--- config.mk ---
export PLATFORM = sky130hd
export DESIGN_NAME = call_sequencer_flat
export DESIGN_NICKNAME = d
export VERILOG_FILES = /design/src/rtl/call_sequencer_if.sv /design/src/rtl/call_sequencer.sv /design/src/flat_wrapper.sv
export SDC_FILE = /design/constraint.sdc
export NUM_CORES = 1
export LEC_CHECK = 0
export ABC_CLOCK_PERIOD_IN_PS = 1800
export BUFFER_PORTS_ARGS = -buffer_cell sky130_fd_sc_hd__buf_2
export CAP_MARGIN = 20
export CORE_UTILIZATION = 25
export DETAILED_ROUTE_END_ITERATION = 10
export GPL_ROUTABILITY_DRIVEN = 0
export MAX_ROUTING_LAYER = met4
export PLACE_DENSITY_LB_ADDON = 0.25
export SYNTH_ARGS = -nofsm -noshare
export SYNTH_HDL_FRONTEND = slang
export SYNTH_SLANG_ARGS = --single-unit
--- constraint.sdc ---
create_clock -name clock -period 1.8 [get_ports clock]
set_input_delay 0.27 -clock clock [delete_from_list [all_inputs] [get_ports clock]]
set_output_delay 0.27 -clock clock [all_outputs]
set_load 0.1 [all_outputs]
--- src/rtl/call_sequencer_if.sv ---
// Handshake bundle between the call sequencer and its decoder/stack environment.
// master = sequencer side, slave = decoder + return-address stack side.
interface call_sequencer_if #(
   parameter int PC_WIDTH = 16,
   parameter int DEPTH    = 16
);
   localparam int DW = $clog2(DEPTH + 1);

   logic                en;
   logic                halt_req;
   logic                resume;
   logic                jump;
   logic                call_req;
   logic                ret_req;
   logic [PC_WIDTH-1:0] target;
   logic [PC_WIDTH-1:0] return_to;

   logic [PC_WIDTH-1:0] pc;
   logic                call;
   logic                ret;
   logic                stack_clr;
   logic [PC_WIDTH-1:0] called_from;
   logic [DW-1:0]       depth;
   logic                fault;
   logic [1:0]          fault_code;
   logic                halted;

   modport master (
      input  en, halt_req, resume, jump, call_req, ret_req, target, return_to,
      output pc, call, ret, stack_clr, called_from, depth, fault, fault_code, halted
   );

   modport slave (
      output en, halt_req, resume, jump, call_req, ret_req, target, return_to,
      input  pc, call, ret, stack_clr, called_from, depth, fault, fault_code, halted
   );
endinterface

--- src/rtl/call_sequencer.sv ---
// PC sequencer driving a return-address stack; traps overflow/underflow locally
// so the stack's narrow offset never wraps.
module call_sequencer #(
   parameter int PC_WIDTH = 16,
   parameter int DEPTH    = 16,
   parameter int RESET_PC = 0
) (
   input logic             clock,
   input logic             reset,
   call_sequencer_if.master bus
);
   localparam int DW = $clog2(DEPTH + 1);

   typedef enum logic [1:0] {S_INIT, S_RUN, S_HALT, S_FAULT} state_t;

   typedef struct packed {
      logic ret;
      logic call;
      logic jump;
   } req_t;

   localparam logic [1:0] FC_NONE  = 2'b00;
   localparam logic [1:0] FC_OVER  = 2'b01;
   localparam logic [1:0] FC_UNDER = 2'b10;

   state_t              state_q, state_d;
   logic [PC_WIDTH-1:0] pc_q, pc_d;
   logic [DW-1:0]       depth_q, depth_d;
   logic [1:0]          fcode_q, fcode_d;
   logic                call_o, ret_o;
   req_t                req;

   assign req = '{ret: bus.ret_req, call: bus.call_req, jump: bus.jump};

   always_ff @(posedge clock or posedge reset) begin
      if (reset) begin
         state_q <= S_INIT;
         pc_q    <= PC_WIDTH'(RESET_PC);
         depth_q <= '0;
         fcode_q <= FC_NONE;
      end else begin
         state_q <= state_d;
         pc_q    <= pc_d;
         depth_q <= depth_d;
         fcode_q <= fcode_d;
      end
   end

   always_comb begin
      state_d = state_q;
      pc_d    = pc_q;
      depth_d = depth_q;
      fcode_d = fcode_q;
      call_o  = 1'b0;
      ret_o   = 1'b0;
      case (state_q)
         // One cycle here gives the stack its synchronous offset clear.
         S_INIT: state_d = S_RUN;
         S_RUN: begin
            if (bus.halt_req) begin
               state_d = S_HALT;
            end else if (bus.en) begin
               if (req.ret) begin
                  if (depth_q == '0) begin
                     state_d = S_FAULT;
                     fcode_d = FC_UNDER;
                  end else begin
                     ret_o   = 1'b1;
                     pc_d    = bus.return_to;
                     depth_d = depth_q - DW'(1);
                  end
               end else if (req.call) begin
                  if (depth_q == DW'(DEPTH)) begin
                     state_d = S_FAULT;
                     fcode_d = FC_OVER;
                  end else begin
                     call_o  = 1'b1;
                     pc_d    = bus.target;
                     depth_d = depth_q + DW'(1);
                  end
               end else if (req.jump) begin
                  pc_d = bus.target;
               end else begin
                  pc_d = pc_q + PC_WIDTH'(1);
               end
            end
         end
         S_HALT: if (bus.resume) state_d = S_RUN;
         S_FAULT: begin
            if (bus.resume) begin
               state_d = S_INIT;
               pc_d    = PC_WIDTH'(RESET_PC);
               depth_d = '0;
               fcode_d = FC_NONE;
            end
         end
         default: state_d = S_INIT;
      endcase
   end

   assign bus.pc          = pc_q;
   assign bus.called_from = pc_q;
   assign bus.depth       = depth_q;
   assign bus.fault_code  = fcode_q;
   assign bus.call        = call_o;
   assign bus.ret         = ret_o;
   assign bus.stack_clr   = (state_q == S_INIT);
   assign bus.fault       = (state_q == S_FAULT);
   assign bus.halted      = (state_q == S_HALT);
endmodule

--- src/flat_wrapper.sv ---
// flat-port wrapper written by rule: the top's interface ports become plain ports
module call_sequencer_flat 
#(
   parameter int PC_WIDTH = 16,
   parameter int DEPTH    = 16,
   parameter int RESET_PC = 0
)
  (clock, reset, bus_en, bus_halt_req, bus_resume, bus_jump, bus_call_req, bus_ret_req, bus_target, bus_return_to, bus_pc, bus_call, bus_ret, bus_stack_clr, bus_called_from, bus_depth, bus_fault, bus_fault_code, bus_halted);
  call_sequencer_if #(.PC_WIDTH(PC_WIDTH), .DEPTH(DEPTH)) bus_i ();
  input logic clock;
  input logic reset;
  input wire logic [$bits(bus_i.en)-1:0] bus_en;
  input wire logic [$bits(bus_i.halt_req)-1:0] bus_halt_req;
  input wire logic [$bits(bus_i.resume)-1:0] bus_resume;
  input wire logic [$bits(bus_i.jump)-1:0] bus_jump;
  input wire logic [$bits(bus_i.call_req)-1:0] bus_call_req;
  input wire logic [$bits(bus_i.ret_req)-1:0] bus_ret_req;
  input wire logic [$bits(bus_i.target)-1:0] bus_target;
  input wire logic [$bits(bus_i.return_to)-1:0] bus_return_to;
  output wire logic [$bits(bus_i.pc)-1:0] bus_pc;
  output wire logic [$bits(bus_i.call)-1:0] bus_call;
  output wire logic [$bits(bus_i.ret)-1:0] bus_ret;
  output wire logic [$bits(bus_i.stack_clr)-1:0] bus_stack_clr;
  output wire logic [$bits(bus_i.called_from)-1:0] bus_called_from;
  output wire logic [$bits(bus_i.depth)-1:0] bus_depth;
  output wire logic [$bits(bus_i.fault)-1:0] bus_fault;
  output wire logic [$bits(bus_i.fault_code)-1:0] bus_fault_code;
  output wire logic [$bits(bus_i.halted)-1:0] bus_halted;
  assign bus_i.en = bus_en;
  assign bus_i.halt_req = bus_halt_req;
  assign bus_i.resume = bus_resume;
  assign bus_i.jump = bus_jump;
  assign bus_i.call_req = bus_call_req;
  assign bus_i.ret_req = bus_ret_req;
  assign bus_i.target = bus_target;
  assign bus_i.return_to = bus_return_to;
  assign bus_pc = bus_i.pc;
  assign bus_call = bus_i.call;
  assign bus_ret = bus_i.ret;
  assign bus_stack_clr = bus_i.stack_clr;
  assign bus_called_from = bus_i.called_from;
  assign bus_depth = bus_i.depth;
  assign bus_fault = bus_i.fault;
  assign bus_fault_code = bus_i.fault_code;
  assign bus_halted = bus_i.halted;
  call_sequencer #(.PC_WIDTH(PC_WIDTH), .DEPTH(DEPTH), .RESET_PC(RESET_PC)) u_core (.clock(clock), .reset(reset), .bus(bus_i));
endmodule
After elaboration in Yosys (flattened, before gate mapping)
Cells that the tools add are included.
Word-level totals
  register bits after elaboration: 25
  input port bits: 40
  logic and storage cells: 76
Cells by class
  $add $sub $neg: 3
  equal/unequal tests: 18
  mux-type cells: 44
  reduce and logical (&&, ||, !) cells: 7
Operators by type and width (number)
  $mux 16: 8
  $mux 5: 7
  $pmux 16 s2: 1
  $mux 2: 14
  $add 16x1->16 const B: 1
  $reduce_and 7->1: 2
  $ne 3x3->1 const B: 4
  $reduce_and 6->1: 2
  $mux 1: 11
  $pmux 5 s2: 1
  $ne 2x2->1 const B: 4
  $ne 4x3->1 const B: 2
  $ne 4x4->1 const B: 2
  $pmux 2 s4: 1
  $ne 3x2->1 const B: 2
  $add 5x1->5 const B: 1
  $eq 5x5->1 const B: 1
  $logic_not 5->1: 1
  $sub 5x1->5 const B: 1
  $eq 2x2->1 const B: 2
  $pmux 2 s2: 1
  $eq 2x1->1 const B: 1
  $logic_not 2->1: 1
  $reduce_bool 2->1: 1

Depth between registers and ports, before layout
Gate-level depths: netlist of run 1.
  depth after elaboration: 7
  mapped depth: 8

Least setup slack after synthesis of run 1
OpenSTA, ideal clock, no wires.
  path kind: register -> output
  start point: register u_core.depth_q[0] (netlist: u_core.bus.depth[0])
  end point: output bus_ret
  arrival time: 3.414 ns
  required time: 1.530 ns
  path slack: -1.884 ns
  cell stages (with the launch flop): 4
  buffers on the path: 0
  path through: dfrtp_1 > or4_4 > o21ai_2 > nor3_1
Between the ends
  longest elaborated chain between the ends: 6
RTL lines
  start, declared: line call_sequencer.sv:28  | logic [DW-1:0] depth_q, depth_d;
  start signal, assigned: line call_sequencer.sv:44  | depth_q <= depth_d;
  $logic_not 5->1: line call_sequencer.sv:64  | if (depth_q == '0) begin
  $mux 1: line call_sequencer.sv:64
  $mux 1: line call_sequencer.sv:63  | if (req.ret) begin
  $mux 1: line call_sequencer.sv:62  | end else if (bus.en) begin
  $mux 1: line call_sequencer.sv:60  | if (bus.halt_req) begin
  $mux 1: line call_sequencer.sv:56  | case (state_q)
  end, declared: line flat_wrapper.sv:22  | output wire logic [$bits(bus_i.ret)-1:0] bus_ret;
Every way passes these cells.

Final worst setup path of run 1
  start point: register u_core.depth_q[2] (netlist: u_core.bus.depth[2])
  end point: output bus_call
Between the ends
  longest elaborated chain between the ends: 7
RTL lines
  $eq 5x5->1: line call_sequencer.sv:73  | if (depth_q == DW'(DEPTH)) begin
  $mux 1: line call_sequencer.sv:73
  $mux 1: line call_sequencer.sv:72  | end else if (req.call) begin
  $mux 1: line call_sequencer.sv:63
  $mux 1: line call_sequencer.sv:62
  $mux 1: line call_sequencer.sv:60
  $mux 1: line call_sequencer.sv:56
  end, declared: line flat_wrapper.sv:21  | output wire logic [$bits(bus_i.call)-1:0] bus_call;
Every way passes these cells.

==> run_results.csv, run 1 <==
group,metric,value,unit
worst_setup_path,cp-end-kind,"output port",
die,fp.dieH,90.7,um
global_route,grt_overflow,0,
timing,fin_crit,2060,ps
clock_network,hold_buffers,0,
routing,ant_nets,0,
worst_setup_path,worst_path_max_delay_cell,"or4_4",
worst_hold_path,hold_class,"input port to async pin",
synthesis,ys_seq_elements,25,
clock_network,cts_buffer_depth,2,
synthesis,async_flop_share,100,%
timing,skew,5.91,ps
timing,hold_violations,0,
global_route,grt_util_all_layers,16.5,%
clock_network,clock_latency,280,ps
die,die_area,8230,um2
routing,vias,2175,
layout,syn2layout_area_growth,45.5,%
layout,multi_input_area,1220,um2
worst_setup_path,cp_cell_sequence,"or4_4 -> o211ai_4 -> nor3_4 -> buf_12",
synthesis,ys_types,53,
routing,drt_iter0_drc,64,
synthesis,synth_area_leaders,"dfrtp_1 32%, a21oi_1 6.6%, buf_4 6.1%",
timing,worst_slack,-264,ps
worst_setup_path,cp_max_fo,3,
placed_design,port_buffers,83,
die,pin_count,84,
clock_network,clk_pin_slew,100,ps
routing,drcViolationCount,0,
global_route,grt_start_max_net_pins,26,
synthesis,yosys.area.top_type,"dfrtp_1",
worst_setup_path,slowest_delay,590,ps
synthesis,yosys_most_used_dff,"dfrtp_1",
routing,first_pass_iters,5,
placed_design,dp.cells,428,
routing,drt-wirelength-per-cell,14.8,um
layout,fillerInstances,794,
synthesis,yosysSeqAreaShare,31.8,%
global_route,grt_pass1_vias,2089,
clock_network,numCtsBuffers,3,
worst_setup_path,required,1530,ps
layout,regArea,656,um2
timing,slew_headroom,67.5,%
worst_setup_path,cp.buffers_inverters,1,
synthesis,avgSynthCellArea,8.17,um2
flow_run,maxCapViolations,0,
timing,finalMaxSlewViolations,0,
layout,fin_nets,382,
outcome,failed_checks,"negative setup slack",
clock_network,cts_tree,"built",
routing,wl,6450,um
synthesis,synthCells,241,
worst_setup_path,critical_path.top_delay_family,"simple AND/OR/NAND/NOR gates",
timing,rsz0062_at_grt,"yes",
timing,max_freq,485,MHz
layout,instances_no_fill,436,
die,dieWidth,90.7,um
timing,tightest_slew,490,ps
clock_network,cts_root_buffer,"clkbuf_8",
synthesis,syn_nets,286,
clock_network,htreeDepth,1,
outcome,status,"finished with violations",
worst_setup_path,cp-start-kind,"register",
worst_setup_path,worstSetupPathType,"register to output port",
clock_network,clock_sinks,25,
die,row_count,31,
synthesis,synth_edf_count,0,
routing,viasPerCell,4.99,
worst_setup_path,cp.arrival,1790,ps
synthesis,netlist_area,1970,um2
global_route,grt_first_pass_wirelength,10600,um
synthesis,yosys_warnings,0,
global_route,antenna_found_initial,1,
layout,drive_gt1_share,49.1,%
die,fp.coreArea,7450,um2
die,start_util,26.4,%
timing,fin_crit_sh,115,%
placed_design,dpl.hpwl,4940,um
synthesis,synth.top_cell.area_share,31.8,%
timing,setup_viol,25,
==> layout by cell type (no fill, tap or decap), types with 3 or more instances in the layout <==
cell type	Yosys	layout
nor3_1	5	3
nand3_1	7	7
nand2_1	24	22
inv_1	6	3
buf_12	0	7
nor2_1	16	15
dfrtp_1	25	9
o211ai_1	3	3
clkbuf_8	0	3
nor2b_1	4	3
buf_4	16	34
o31ai_1	5	5
dfrtp_2	0	12
a21oi_1	26	24
ha_1	4	4
o21ai_0	16	16
a21oi_2	1	3
nand2_2	1	3
mux2_2	3	3
and3_1	6	6
a31oi_1	5	5
xnor2_1	4	4
buf_2	3	78
xor2_1	5	5
nand2b_1	5	3
dfrtp_4	0	4
==> cell type report <==
| class | instances | share of cell area [%] |
|---|---|---|
| antenna | 1 | 0.0874 |
| clock buffer | 3 | 1.44 |
| clock inverter | 1 | 0.175 |
| inverter | 6 | 0.918 |
| multi-input combinational | 182 | 42.7 |
| sequential | 25 | 22.9 |
| tap | 99 | 4.33 |
| timing repair buffer | 119 | 27.4 |
==> cells by family (layout without fill, tap and decap cells) <==
family / count (synthesis) / count (layout) / share of synthesized area (%)
AOI/OAI and AO/OA: 82 / 82 / 27.3
and+or+nand+nor: 82 / 82 / 20.9
buffers and inverters: 34 / 129 / 10.1
DFF: 25 / 25 / 31.8
xor gates and xnor gates: 9 / 9 / 4.00
adders and majority gates: 5 / 5 / 3.56
muxes: 4 / 4 / 2.29
other: 0 / 1 / 0
==> flip-flops by register name, indices dropped and copies added (netlist names) <==
name / cells
u_core.bus.called_from: 16
u_core.bus.depth: 5
u_core.bus.fault_code: 2
u_core.state_q: 2
==> final timing paths <==
| path | depth (start not counted) | to | start | slack (ps) |
|---|---|---|---|---|
| max | 4 | bus_call | u_core.bus.depth[2] | -260 |
| min | 3 | u_core.bus.depth[0] | reset | 30 |
| max reg2reg | 6 | u_core.bus.depth[0] | u_core.bus.depth[2] | -200 |
| min reg2reg | 1 | u_core.bus.fault_code[0] | u_core.bus.fault_code[0] | 510 |
| max in group asynchronous | 3 | u_core.bus.depth[3] | reset | 1480 |
| min in group clock | 3 | u_core.bus.called_from[4] | bus_return_to[4] | 270 |
==> through the flow <==
| step | hold WS, ps | setup TNS [ps] | worst slack, ps | util, % | area [um2] |
|---|---|---|---|---|---|
| floorplan | 297 | -4710 | -292 | - | 2070 |
| global placement | 353 | -1140 | -119 | 36.9 | 2750 |
| detailed placement | 355 | -1580 | -126 | 36.9 | 2750 |
| CTS | 46.1 | -3160 | -302 | 38.3 | 2850 |
| global route | 63.2 | -4570 | -307 | 38.4 | 2860 |
| finish | 31.0 | -2770 | -264 | 38.4 | 2860 |
==> synth_stat cells, types with 5 or more instances <==
| cell | number |
|---|---|
| a31oi_1 | 5 |
| xor2_1 | 5 |
| clkbuf_1 | 8 |
| a21oi_1 | 26 |
| nand3_1 | 7 |
| nand2b_1 | 5 |
| o21ai_0 | 16 |
| nand2_1 | 24 |
| buf_4 | 16 |
| o31ai_1 | 5 |
| nor2_1 | 16 |
| inv_1 | 6 |
| dfrtp_1 | 25 |
| and3_1 | 6 |
| nor3_1 | 5 |
==> layer usage <==
metal / global-route usage, % / routed length [um] / up-vias / share of wire (%)
li1: - / - / 1059 / -
met1: 21.7 / 3030 / 1030 / 47
met2: 26.4 / 3000 / 79 / 47
met3: 2.78 / 339 / 7 / 5.3
met4: 3.76 / 78 / 0 / 1.2
met5: - / 0 / - / 0
==> worst reg2reg max path, delay by kind of cell, from the launching register on <==
family	cells	cell delay [ps]
flops	1	480
compound gates	2	310
buf+inv	1	160
simple gates	3	940
==> timing repair <==
item / in CTS / in global routing
setup endpoints to repair: 25 / 25
hold endpoints to repair: 0 / 0
pin swaps: 5 / 2
gates resized for setup: 9 / 2
setup buffers: 3 / 0
Power of run 1 is not shown: default switching activity piles up to over one toggle a cycle in this logic, so the estimate is an artifact.
==> run 2: changes to the inputs <==
Settings changed: BUFFER_PORTS_ARGS -buffer_cell sky130_fd_sc_hd__buf_2 to unset, DONT_BUFFER_PORTS set to 1.
==> run 2 against run 1 <==
- non-clock buffer count decreased by 53
- highest routed layer unchanged
- global-route usage decreased by 0.28 points
- the run still ends with negative setup slack left
- fmax decreased by 3.4%
- die area unchanged
- worst hold slack gained 120 ps
- via count down 10%
- wire length shrank 1.5%
- setup slack got worse by 72 ps
==> run_results.csv, run 2 (same netlist as run 1, synthesis figures left out) <==
group,metric,value,unit
worst_hold_path,hold_class,"input port to register",
layout,instances_no_fill,383,
worst_setup_path,ff2ff_path_depth,7,
timing,skew,6.15,ps
timing,rsz0062_at_grt,"yes",
worst_hold_path,holdPathStages,2,
clock_network,clk_pin_slew,100,ps
worst_setup_path,worstSetupPathType,"register to output port",
global_route,grt_util_all_layers,16.2,%
global_route,grt_pass1_vias,1985,
worst_setup_path,required,1530,ps
timing,fin_crit_sh,119,%
worst_setup_path,cp_max_fo,3,
layout,layout_common_cells,"54 x buf_4, 22 x nand2_1, 21 x a21oi_1",
timing,tightest_slew,572,ps
worst_setup_path,r2r-start,"u_core.bus.depth[3]",
die,pin_count,84,
die,start_util,26.4,%
timing,fin_crit,2140,ps
timing,max_freq,468,MHz
global_route,antenna_found_initial,1,
worst_setup_path,r2r_slack,-310,ps
worst_setup_path,cp.arrival,1870,ps
timing,finalMaxSlewViolations,0,
routing,drt_iter0_drc,80,
routing,drt-wirelength-per-cell,16.6,um
timing,setup_viol,26,
outcome,status,"finished with violations",
clock_network,htreeDepth,1,
global_route,grt_first_pass_wirelength,10400,um
outcome,failed_checks,"negative setup slack",
worst_setup_path,cp-end-kind,"output port",
die,fp.dieH,90.7,um
timing,fin_setup_tns,-6460,ps
routing,vias,1955,
layout,syn2layout_area_growth,37.3,%
layout,fin_nets,329,
placed_design,port_buffers,0,
layout,multi_input_area,1280,um2
layout,fillerInstances,812,
timing,hold_violations,0,
global_route,grt_start_max_net_pins,26,
clock_network,numCtsBuffers,3,
global_route,grt_overflow,0,
flow_run,maxCapViolations,0,
timing,slew_headroom,61.9,%
clock_network,clock_sinks,25,
clock_network,clock_latency,270,ps
timing,worst_slack,-336,ps
worst_hold_path,hold_path.startpoint,"bus_halt_req",
placed_design,dpl.hpwl,4780,um
routing,first_pass_iters,4,
routing,ant_nets,0,
routing,drcViolationCount,0,
die,row_count,31,
worst_setup_path,r2r-end,"u_core.bus.fault_code[1]",
layout,final_common_cell,"buf_4",
worst_setup_path,startpoint,"u_core.bus.depth[3]",
placed_design,dp.cells,370,
clock_network,cts_buffer_depth,2,
die,fp.coreArea,7450,um2
routing,wl,6350,um
layout,regArea,662,um2
worst_setup_path,cp-start-kind,"register",
clock_network,cts_root_buffer,"clkbuf_8",
timing,whs,154,ps
routing,viasPerCell,5.10,
die,dieWidth,90.7,um
worst_hold_path,holdPathEnd,"u_core.state_q[1]",
layout,drive_gt1_share,43.1,%
die,die_area,8230,um2
clock_network,cts_tree,"built",
layout,largest_register_ffs,16,
-- run 2: worst max-delay path, stage by stage (launching register included) --
cell and delay (ps):
dfrtp_4 480, or4_4 580, o211ai_4 200, buf_6 130
nor3_4 30, buf_12 170
-- run 2: what timing repair did --
action	in CTS	in global routing
resized for setup	14	15
pin swaps	5	6
buffers inserted	5	3
endpoints found under the hold margin	25	0
setup endpoints to repair	25	26
hold buffers	1	0
-- run 2: worst max-delay path by stage --
stage                                endpoint  slack, ps
after global routing                 bus_call       -380
after CTS                            bus_call       -370
after floorplan           u_core.bus.depth[4]       -290
after detailed placement             bus_call       -130
after global placement               bus_call       -120
final                                bus_call       -340
-- run 2: area by class of cell --
cell class              count  area share [%]
multi-input cells         182            47.3
repair buffers             66            20.9
clock buffers               4            1.67
flip-flops and latches     25            24.5
inverters                   6           0.972
well taps                  99            4.58
diodes                      1          0.0926
-- run 2: routing by layer --
| metal | track usage (%) | vias to the layer above | wire length [um] |
|---|---|---|---|
| met5 | - | - | 0 |
| met4 | 2.82 | 0 | 11 |
| met3 | 3.87 | 2 | 553 |
| met2 | 25.4 | 79 | 3010 |
| met1 | 21.4 | 923 | 2780 |
| li1 | - | 951 | - |
-- run 2: per-stage QoR --
step	worst slack, ps	utilization (%)	cell area (um2)
floorplan	-292	-	2070
global placement	-117	33.5	2490
detailed placement	-127	33.5	2490
CTS	-366	35.6	2650
global route	-384	36.3	2700
finish	-336	36.3	2700
Power of run 2 is left out for the same reason.
==> run 3: changes to the inputs <==
Settings changed: ABC_AREA set to 1, SKIP_CTS_REPAIR_TIMING set to 1.
==> run 3 against run 2 <==
- the run now ends clean
- first-iteration DRC count did not move
- clock skew fell by 2.4 ps
- wire length fell by 1.0%
- sequential cell count did not move
- synthesized cell count rose by 41%
- fmax rose by 21%
- register-to-register slack improved by 460 ps
- clock-buffer cell count did not move
- worst hold slack improved by 30 ps
- critical path type unchanged
==> run_results.csv, run 3 <==
group,metric,value,unit
layout,fin_nets,406,
routing,drcViolationCount,0,
synthesis,netlist_area,2160,um2
synthesis,async_flop_share,100,%
layout,drive_gt1_share,25.8,%
die,row_count,33,
flow_run,maxCapViolations,0,
worst_setup_path,worstSetupPathType,"register to output port",
routing,first_pass_iters,4,
worst_setup_path,required,1530,ps
synthesis,synth.top_cell.area_share,28.9,%
clock_network,clock_latency,280,ps
worst_hold_path,hold_path.startpoint,"bus_halt_req",
timing,fin_crit_sh,98.2,%
layout,instances_no_fill,465,
routing,wl,6290,um
die,fp.coreArea,8300,um2
die,fp.dieH,95.0,um
worst_setup_path,ff2ff_path_depth,8,
timing,rsz0062_at_grt,"yes",
routing,route.met3.wl,442,um
global_route,grt_util_all_layers,15.1,%
layout,final_common_cell,"nand2_1",
clock_network,numCtsBuffers,3,
layout,regArea,667,um2
clock_network,clock_sinks,25,
global_route,grt_overflow,0,
routing,ant_nets,0,
worst_setup_path,r2r_slack,150,ps
worst_hold_path,hold_class,"input port to register",
synthesis,synth_area_leaders,"dfrtp_1 29%, nand2_1 15%, nor2_1 13%",
global_route,antenna_found_initial,0,
die,start_util,26.1,%
synthesis,synth_most_common_cell,"nand2_1",
routing,route.met2.wl,3030,um
die,dieWidth,95.0,um
synthesis,ys_types,31,
routing,route.top_layer_used,"met4",
worst_hold_path,holdPathStages,3,
layout,fin_area,2610,um2
timing,slew_headroom,62.5,%
layout,multi_input_area,1290,um2
global_route,grt_start_max_net_pins,31,
layout,syn2layout_area_growth,20.4,%
worst_setup_path,cp-start-kind,"register",
clock_network,cts_root_buffer,"clkbuf_8",
timing,setup_viol,0,
clock_network,clk_pin_slew,90,ps
synthesis,ys_seq_elements,25,
placed_design,dp.cells,457,
timing,finalMaxSlewViolations,0,
synthesis,yosys_most_used_dff,"dfrtp_1",
synthesis,yosys_warnings,0,
global_route,grt_pass1_vias,2071,
placed_design,placed_area,2510,um2
synthesis,yosysSeqAreaShare,28.9,%
clock_network,cts_buffer_depth,2,
die,pin_count,84,
timing,skew,3.74,ps
timing,fin_crit,1770,ps
synthesis,syn_nets,386,
synthesis,synth_common_cells,"89 x nand2_1, 73 x nor2_1, 31 x inv_1",
synthesis,yosys.area.top_type,"dfrtp_1",
global_route,grt_first_pass_wirelength,10100,um
worst_setup_path,r2r-start,"u_core.bus.depth[2]",
worst_setup_path,cp-end-kind,"output port",
placed_design,port_buffers,0,
worst_setup_path,r2r-end,"u_core.bus.depth[0]",
timing,tightest_slew,563,ps
clock_network,htreeDepth,1,
routing,wl_met1,2770,um
routing,drt_iter0_drc,80,
timing,hold_violations,0,
routing,vias,2158,
layout,fillerInstances,913,
layout,layout_common_cells,"89 x nand2_1, 68 x nor2_1, 33 x buf_4",
worst_hold_path,holdPathEnd,"u_core.state_q[0]",
timing,whs,183,ps
synthesis,avgSynthCellArea,6.34,um2
timing,max_freq,565,MHz
layout,insertedDiodeCount,0,
die,die_area,9030,um2
layout,largest_register_ffs,16,
synthesis,synth_edf_count,0,
routing,drt-wirelength-per-cell,13.5,um
clock_network,cts_tree,"built",
worst_setup_path,cp.arrival,1500,ps
placed_design,dpl.hpwl,4880,um
outcome,status,"finished clean",
worst_setup_path,cp_max_fo,7,
layout,final_util,31.4,%
routing,viasPerCell,4.64,
synthesis,synthCells,341,
==> run 3: cell types whose count changed after synthesis, moves of 5 or more <==
cell,delta
a21oi_1,-14
a31oi_1,-5
and3_1,-6
inv_1,+25
nand2_1,+65
nand2b_1,-5
nand3_1,+10
nor2_1,+57
nor2_2,+7
o21ai_0,+9
o31ai_1,-5
==> run 3: layout make-up <==
type	instances	area share [%]
tap	105	5.04
timing repair buffer	38	13.0
multi-input combinational	259	49.4
inverter	34	5.28
sequential	25	25.6
clock buffer	4	1.73
==> run 3: cell families after synthesis <==
kind of cell / Yosys count / share of synthesized area [%]
DFF: 25 / 28.9
xor gates and xnor gates: 7 / 2.83
and+or+nand+nor: 199 / 38.5
adders and majority gates: 5 / 3.24
AOI/OAI and AO/OA: 48 / 12.7
buffers and inverters: 57 / 13.8
==> run 3: layer usage <==
metal  up-vias  GRT usage [%]
li1       1102              -
met1       977           18.4
met2        72           25.4
met3         7           3.59
met4         0           3.28
met5         -              -
==> run 3: stage by stage <==
stage | worst slack [ps] | TNS (ps)
5_1_grt | -32.1 | -80.4
6_report | 31.6 | 0
3_5_place_dp | 106 | 0
2_1_floorplan | -284 | -284
3_3_place_gp | 162 | 0
4_1_cts | -60.9 | -105
==> run 3: worst max-delay path: stages (launching register included) <==
cell and delay (ps):
dfrtp_2 470, nor2_4 210, nand4_1 210, nor2_4 150
buf_12 180
==> run 3: worst max-delay path by stage <==
stage	start	slack (ps)	cells after the start	end
after floorplan	u_core.bus.depth[0]	-280	4	bus_call
after global placement	u_core.state_q[0]	160	9	u_core.bus.called_from[3]
after detailed placement	u_core.bus.depth[3]	110	8	u_core.bus.called_from[3]
after CTS	u_core.state_q[0]	-60	5	bus_ret
after global routing	u_core.state_q[1]	-30	4	bus_ret
final	u_core.state_q[1]	30	4	bus_ret
Power of run 3 is left out for the same reason.
